===== config.mk =====
export PLATFORM = sky130hd
export DESIGN_NAME = serial_adder_ctrl
export DESIGN_NICKNAME = d
export VERILOG_FILES = /design/src/rtl/serial_adder_ctrl.sv
export SDC_FILE = /design/constraint.sdc
export NUM_CORES = 1
export LEC_CHECK = 0
export CORE_UTILIZATION = 30
export DETAILED_ROUTE_END_ITERATION = 10
export PLACE_DENSITY = 0.58
export SLEW_MARGIN = 20
export SYNTH_ARGS = -nofsm -noshare
export SYNTH_HDL_FRONTEND = slang
export SYNTH_SLANG_ARGS = --single-unit

===== constraint.sdc =====
create_clock -name clk_i -period 1.54 [get_ports clk_i]
set_input_delay 0.462 -clock clk_i [delete_from_list [all_inputs] [get_ports clk_i]]
set_output_delay 0.462 -clock clk_i [all_outputs]
set_load 0.02 [all_outputs]

===== src/rtl/serial_adder_ctrl.sv =====
// Bit-serial adder controller: a single full_adder slice is sequenced LSB-first, one bit per clock.
// Define SERIAL_ADDER_SUB_EN to add the sub_i port and a subtract mode (a_i - b_i).
`timescale 1ns/1ps

module full_adder (
   input  logic a,
   input  logic b,
   input  logic cin,
   output logic sum,
   output logic cout
);
   assign sum  = a ^ b ^ cin;
   assign cout = (a & b) | (cin & (a ^ b));
endmodule

module serial_adder_ctrl #(
   parameter  int WIDTH = 8,
   localparam int CNT_W = $clog2(WIDTH)
) (
   input  logic             clk_i,
   input  logic             rst_ni,
   input  logic             start_i,
   input  logic [WIDTH-1:0] a_i,
   input  logic [WIDTH-1:0] b_i,
   input  logic             c_i,
`ifdef SERIAL_ADDER_SUB_EN
   input  logic             sub_i,
`endif
   output logic             ready_o,
   output logic             busy_o,
   output logic [WIDTH-1:0] s_o,
   output logic             c_o,
   output logic             valid_o,
   input  logic             ack_i
);

   typedef enum logic [1:0] {IDLE, RUN, DONE} state_t;

   state_t             state, state_nxt;
   logic [WIDTH-1:0]   a_sr, b_sr, s_sr;
   logic [CNT_W-1:0]   cnt;
   logic               cy, c_q;
   logic               fa_sum, fa_cout;
   logic               accept, last_bit;
   logic [WIDTH-1:0]   b_load;
   logic               cy_load;

`ifdef SERIAL_ADDER_SUB_EN
   // Subtraction is a + ~b + 1; the carry-out then reads as "no borrow".
   assign b_load  = sub_i ? ~b_i : b_i;
   assign cy_load = sub_i ? 1'b1 : c_i;
`else
   assign b_load  = b_i;
   assign cy_load = c_i;
`endif

   full_adder u_fa (
      .a    (a_sr[0]),
      .b    (b_sr[0]),
      .cin  (cy),
      .sum  (fa_sum),
      .cout (fa_cout)
   );

   assign last_bit = (cnt == CNT_W'(WIDTH - 1));

   // NOTE: state and datapath registers use non-blocking (<=) so every flop samples pre-edge values.
   always_ff @(posedge clk_i or negedge rst_ni) begin
      if (!rst_ni) state <= IDLE;
      else         state <= state_nxt;
   end

   // NOTE: every output of this block gets a default first, so no path leaves a value unassigned (no latch).
   always_comb begin
      state_nxt = state;
      ready_o   = 1'b0;
      busy_o    = 1'b0;
      valid_o   = 1'b0;
      accept    = 1'b0;
      case (state)
         IDLE: begin
            ready_o = 1'b1;
            if (start_i) begin
               accept    = 1'b1;
               state_nxt = RUN;
            end
         end
         RUN: begin
            busy_o = 1'b1;
            if (last_bit) state_nxt = DONE;
         end
         DONE: begin
            valid_o = 1'b1;
            if (ack_i) state_nxt = IDLE;
         end
         default: state_nxt = IDLE;
      endcase
   end

   // NOTE: the whole datapath is reset so an aborted add leaves no stale sum or carry visible.
   always_ff @(posedge clk_i or negedge rst_ni) begin
      if (!rst_ni) begin
         a_sr <= '0;
         b_sr <= '0;
         s_sr <= '0;
         cy   <= 1'b0;
         c_q  <= 1'b0;
         cnt  <= '0;
      end else if (accept) begin
         a_sr <= a_i;
         b_sr <= b_load;
         cy   <= cy_load;
         s_sr <= '0;
         c_q  <= 1'b0;
         cnt  <= '0;
      end else if (state == RUN) begin
         s_sr <= {fa_sum, s_sr[WIDTH-1:1]};
         a_sr <= a_sr >> 1;
         b_sr <= b_sr >> 1;
         cy   <= fa_cout;
         cnt  <= cnt + CNT_W'(1);
         if (last_bit) c_q <= fa_cout;
      end
   end

   assign s_o = s_sr;
   assign c_o = c_q;

endmodule


==> out/results.ini, run 1 <==
[sta]
min_period_ps=1530
clock.fmax_mhz=652
drv_slew=0
worst_slack_ps=6.22
tightestPinTransition_ps=350
min_period_over_period=0.996
final.setup.tns_ps=0
hold_viol_final=0
rsz0062_at_grt=true
setup-violations-final=0
clock_skew_ps=7.37
max-slew-margin-rel=0.764

[clock_network]
htree_num_levels=2
cts_buffers=5
cts_tree=done
cts.sinks=31
hold_buffers=0
insertion_delay_ps=280
root_buffer=clkbuf_8
cts_buffer_depth=2
path_clk_slew_ps=60

[placement]
placed_cells=226
dp_hpwl_mm=2.33
preCtsSetupSlack_ps=-253
gp_congestion=0.729
post_dp_cell_area_mm2=0.00194
port_buffers=32

[layout]
diodes=0
stdcell_area_mm2=0.00203
layout_common_cells=dfrtp_1 (29), clkdlybuf4s50_1 (20), nor2_1 (14)
drive_above_1_share=0.329
layout_commonest_cell=dfrtp_1
layout.cells.non_filler=234
layout-area-overhead-vs-synth_pct=35.0
fin_nets=192

[detailed_routing]
drcViolationCount=0
first_pass_iters=2
antenna_left=0
num_vias=1133
wl_per_cell_um=14.0
viasPerCell=4.84
drtIter0Drc=31
routed_wl_mm=3.28

[logic_synthesis]
avgSynthCellArea_um2=12.1
synth.top_cell.area_share=0.515
synth.largest_area_cell=dfrtp_1
synth.area.top_cells=dfrtp_1 (51%), o22ai_2 (8.3%), a21oi_2 (5.8%)
netlist_instances=124
ys_dominant_reg_cell=dfrtp_1
synth_warnings=0
yosysSeqAreaShare=0.515
synthArstFlopShare=1.00
netlist_area_mm2=0.00151
yosysUniqueCellTypes=32
ys_seq_elements=31
synth_edf_count=0
synthesis.nets=148

[critical_path]
end_kind=output pin
ff2ff_setup_slack_ps=130
critPathMaxFanout=4
start_kind=flop
path_class=flop to output pin
reg2reg_from=state[0]
r2r-end=b_sr[0]
arrival_ps=1070
crit_required_ps=1080
r2r_cells=5

[die]
core_area_mm2=0.00479
die_x_um=72.9
die_area_mm2=0.00531
rows=25
start_util=0.315
ios=33
die_y_um=72.9

[status]
outcome=complete, no violations

[power]
max-vdd-ir-drop_v=0.000641
p_per_area_mw_per_mm2=1920
p_leak_nw=0.876

[worst_hold_path]
holdPathStages=1
hold_class=flop to flop
holdPathEnd=s_o[0]
hp-start=s_o[0]

[global_routing]
grt_usage=0.140
grt_pass1_wl_mm=5.52
globalRouteOverflowTotal=0
grt_max_degree=32
first_global_vias=1195
grt_antenna_before_repair=0

[run]
max-cap-violations=0

==> metal layers <==
metal  up-vias  global-route usage  wire length, um
met5         -                   0                0
li1        539                   -                -
met3         4              0.0428              157
met2        30               0.243             1640
met4         0              0.0523               32
met1       560               0.162             1440
==> layout make-up <==
class / count / area [um2]
multi-input cells: 79 / 637
inverters: 6 / 27.5
clock buffers: 6 / 72.6
fillers: 463 / 2750
well taps: 67 / 83.8
repair buffers: 45 / 435
flip-flops and latches: 31 / 778
==> Yosys cell counts, drive strengths merged, types with 2 or more instances <==
cell and n:
inv 5, dfrtp 31, nor3 3, nand2b 2, a21oi 14, nand2 5
ha 2, buf 8, nor2 16, nor4b 2, a32o 2, a22o 9
o21ai 2, o22ai 14
==> worst max-delay path by stage <==
stage / to / cells after the start / from
floorplan: valid_o / 4 / state[1]
global placement: busy_o / 3 / state[1]
detailed placement: busy_o / 3 / state[1]
CTS: ready_o / 3 / state[1]
global route: ready_o / 3 / state[1]
finish: ready_o / 3 / state[1]
==> flip-flops by register name, summed over array words and instances, names as in the netlist <==
register  count
state         2
s_o           8
b_sr          8
cy            1
cnt           3
c_o           1
a_sr          8
==> power breakdown <==
group / internal, mW / switching [mW]
registers: 1.19 / 0.266
logic: 0.966 / 0.914
clock network: 0.300 / 0.277
total: 2.46 / 1.46
==> timing repair <==
| item | in CTS | in global routing |
|---|---|---|
| setup buffers | 2 | 0 |
| endpoints found under the setup margin | 12 | 14 |
| gates resized for setup | 29 | 4 |
==> worst max-delay path, cell delays in order (launching register included) <==
cell and delay, ps:
dfrtp_2 440, buf_6 130, nor2_4 90, buf_6 120
==> logic make-up (layout without fill, tap and decap cells) <==
logic type,Yosys count,after routing,synth area share
adders and majority gates,3,3,0.0299
AOI/OAI and AO/OA,46,46,0.277
DFF,31,31,0.515
buffers and inverters,14,57,0.0722
and+or+nand+nor,30,30,0.106
==> stage by stage <==
step                utilization  total power [mW]  hold slack [ps]
floorplan                     -              2.76              166
global placement          0.405              3.29              487
detailed placement        0.405              3.38              485
CTS                       0.422              3.94              503
global route              0.425              4.20              523
finish                    0.425              3.91              492
Power figures use the tool's default switching activity.
==> run 2, diff against run 1 <==
- GPL_ROUTABILITY_DRIVEN: default -> 0
- clock period: 1.54 -> 1.6 ns (I/O delays scaled with it)
==> run 2 against run 1 <==
  * Total power is 4.1% lower
  * Setup slack better by 42 ps
  * Combinational power is 5% lower
  * Largest power group unchanged
  * Highest routed layer unchanged
==> out/results.ini, run 2 (synthesized netlist as in run 1, its figures left out) <==
[sta]
hold_viol_final=0  ; unchanged
final.setup.tns_ps=0  ; unchanged
setup-violations-final=0  ; unchanged
min_period_over_period=0.970
clock_skew_ps=7.36  ; -0.00736 ps
holdWs_ps=493  ; +0.776 ps
clock.fmax_mhz=645
max-slew-margin-rel=0.764  ; unchanged
tightestPinTransition_ps=350  ; unchanged
min_period_ps=1550
drv_slew=0  ; unchanged
rsz0062_at_grt=false

[run]
max-cap-violations=0  ; unchanged

[clock_network]
cts_buffer_depth=2  ; unchanged
insertion_delay_ps=280  ; about the same
path_clk_slew_ps=60  ; about the same
root_buffer=clkbuf_8
hold_buffers=0  ; unchanged
cts_buffers=5  ; unchanged
htree_num_levels=2  ; unchanged
cts_tree=done
cts.sinks=31  ; unchanged

[global_routing]
first_global_vias=1194  ; -0.084%
grt_antenna_before_repair=0  ; unchanged
grt_usage=0.140  ; -0.000296
globalRouteOverflowTotal=0  ; unchanged
grt_pass1_wl_mm=5.51  ; -0.25%
grt_max_degree=32  ; unchanged

[critical_path]
crit_required_ps=1120  ; +40 ps
arrival_ps=1070  ; about the same
start_kind=flop
end_kind=output pin
r2r_cells=5  ; unchanged
path_class=flop to output pin
critPathMaxFanout=4  ; unchanged

[detailed_routing]
wl_per_cell_um=14.0  ; +0.18%
routed_wl_mm=3.29  ; +0.18%
num_vias=1135  ; +0.18%
viasPerCell=4.85  ; +0.18%
antenna_left=0  ; unchanged
drcViolationCount=0  ; unchanged
first_pass_iters=2  ; unchanged
drtIter0Drc=28  ; -9.7%

[die]
core_area_mm2=0.00479  ; unchanged
die_x_um=72.9  ; unchanged
rows=25  ; unchanged
ios=33  ; unchanged
die_y_um=72.9  ; unchanged
die_area_mm2=0.00531  ; unchanged
start_util=0.315  ; unchanged

[layout]
layout_commonest_cell=dfrtp_1
layout-area-overhead-vs-synth_pct=34.6
multiInputGateArea_um2=637  ; unchanged
layout_common_cells=dfrtp_1 (29), clkdlybuf4s50_1 (20), nor2_1 (14)
fin_nets=192  ; unchanged
diodes=0  ; unchanged
fillers=466  ; +0.65%
register_area_um2=778  ; unchanged
layout.cells.non_filler=234  ; unchanged
drive_above_1_share=0.329  ; unchanged

[power]
p_leak_nw=0.874  ; -0.25%
max-vdd-ir-drop_v=0.000617  ; -3.8%
p_per_area_mw_per_mm2=1850  ; -3.8%
total_power_mw=3.75  ; -4.1%

[placement]
port_buffers=32  ; unchanged
dp_hpwl_mm=2.33  ; about the same
placed_cells=226  ; unchanged

[status]
outcome=complete, no violations

[worst_hold_path]
hold_class=flop to flop
holdPathStages=1  ; unchanged

[run 2: cell types whose count changed in the layout (fill, tap and decap cells not counted)]
cell / previous run / this run
buf_4: 11 / 12
buf_6: 3 / 2
inv_2: 0 / 1
inv_4: 2 / 1
[run 2: final timing paths]
kind                          start        to  slack, ps
max                        state[1]   ready_o         50
max reg2reg                state[0]   b_sr[0]        190
min                          s_o[0]    s_o[0]        490
max in group asynchronous    rst_ni  state[0]        840
min in group asynchronous    rst_ni   b_sr[0]        560
min reg2reg                  s_o[0]    s_o[0]        490
[run 2: critical path, cell delays in order (launching register included)]
cell and delay (ps):
dfrtp_2 440, buf_6 130, nor2_4 90, buf_6 120
[run 2: cell type report]
| type | instances | area share |
|---|---|---|
| Multi-Input combinational cell | 79 | 0.314 |
| Clock buffer | 6 | 0.0358 |
| Sequential cell | 31 | 0.384 |
| Inverter | 6 | 0.0123 |
| Tap cell | 67 | 0.0413 |
| Timing Repair Buffer | 45 | 0.213 |
[run 2: layer usage]
| layer | vias to the layer above | wire, um | track usage |
|---|---|---|---|
| met2 | 30 | 1650 | 0.243 |
| met4 | 0 | 32 | 0.0523 |
| met5 | - | 0 | 0 |
| met1 | 562 | 1440 | 0.161 |
| li1 | 539 | - | - |
| met3 | 4 | 162 | 0.0428 |
[run 2: report_power, final]
| group | internal, mW | leakage [nW] | switching, mW | total [mW] |
|---|---|---|---|---|
| registers | 1.14 | 0.376 | 0.257 | 1.40 |
| clock network | 0.289 | 0.0371 | 0.266 | 0.555 |
| logic | 0.920 | 0.462 | 0.875 | 1.79 |
| total | 2.35 | 0.874 | 1.40 | 3.75 |
[run 2: per-stage QoR]
stage                     cell area, um2   util  worst slack (ps)
after floorplan                     1510      -              69.1
after global placement              1940  0.405              -198
after detailed placement            1940  0.405              -211
after CTS                           2020  0.421             -5.15
after global routing                2030  0.424              1.29
final                               2030  0.424              48.7
[run 2: timing repair]
item,CTS,global route
pin swaps,0,0
buffers inserted,2,0
setup endpoints to repair,12,2
gates cloned,0,0
resized for setup,28,3
endpoints found under the hold margin,0,0
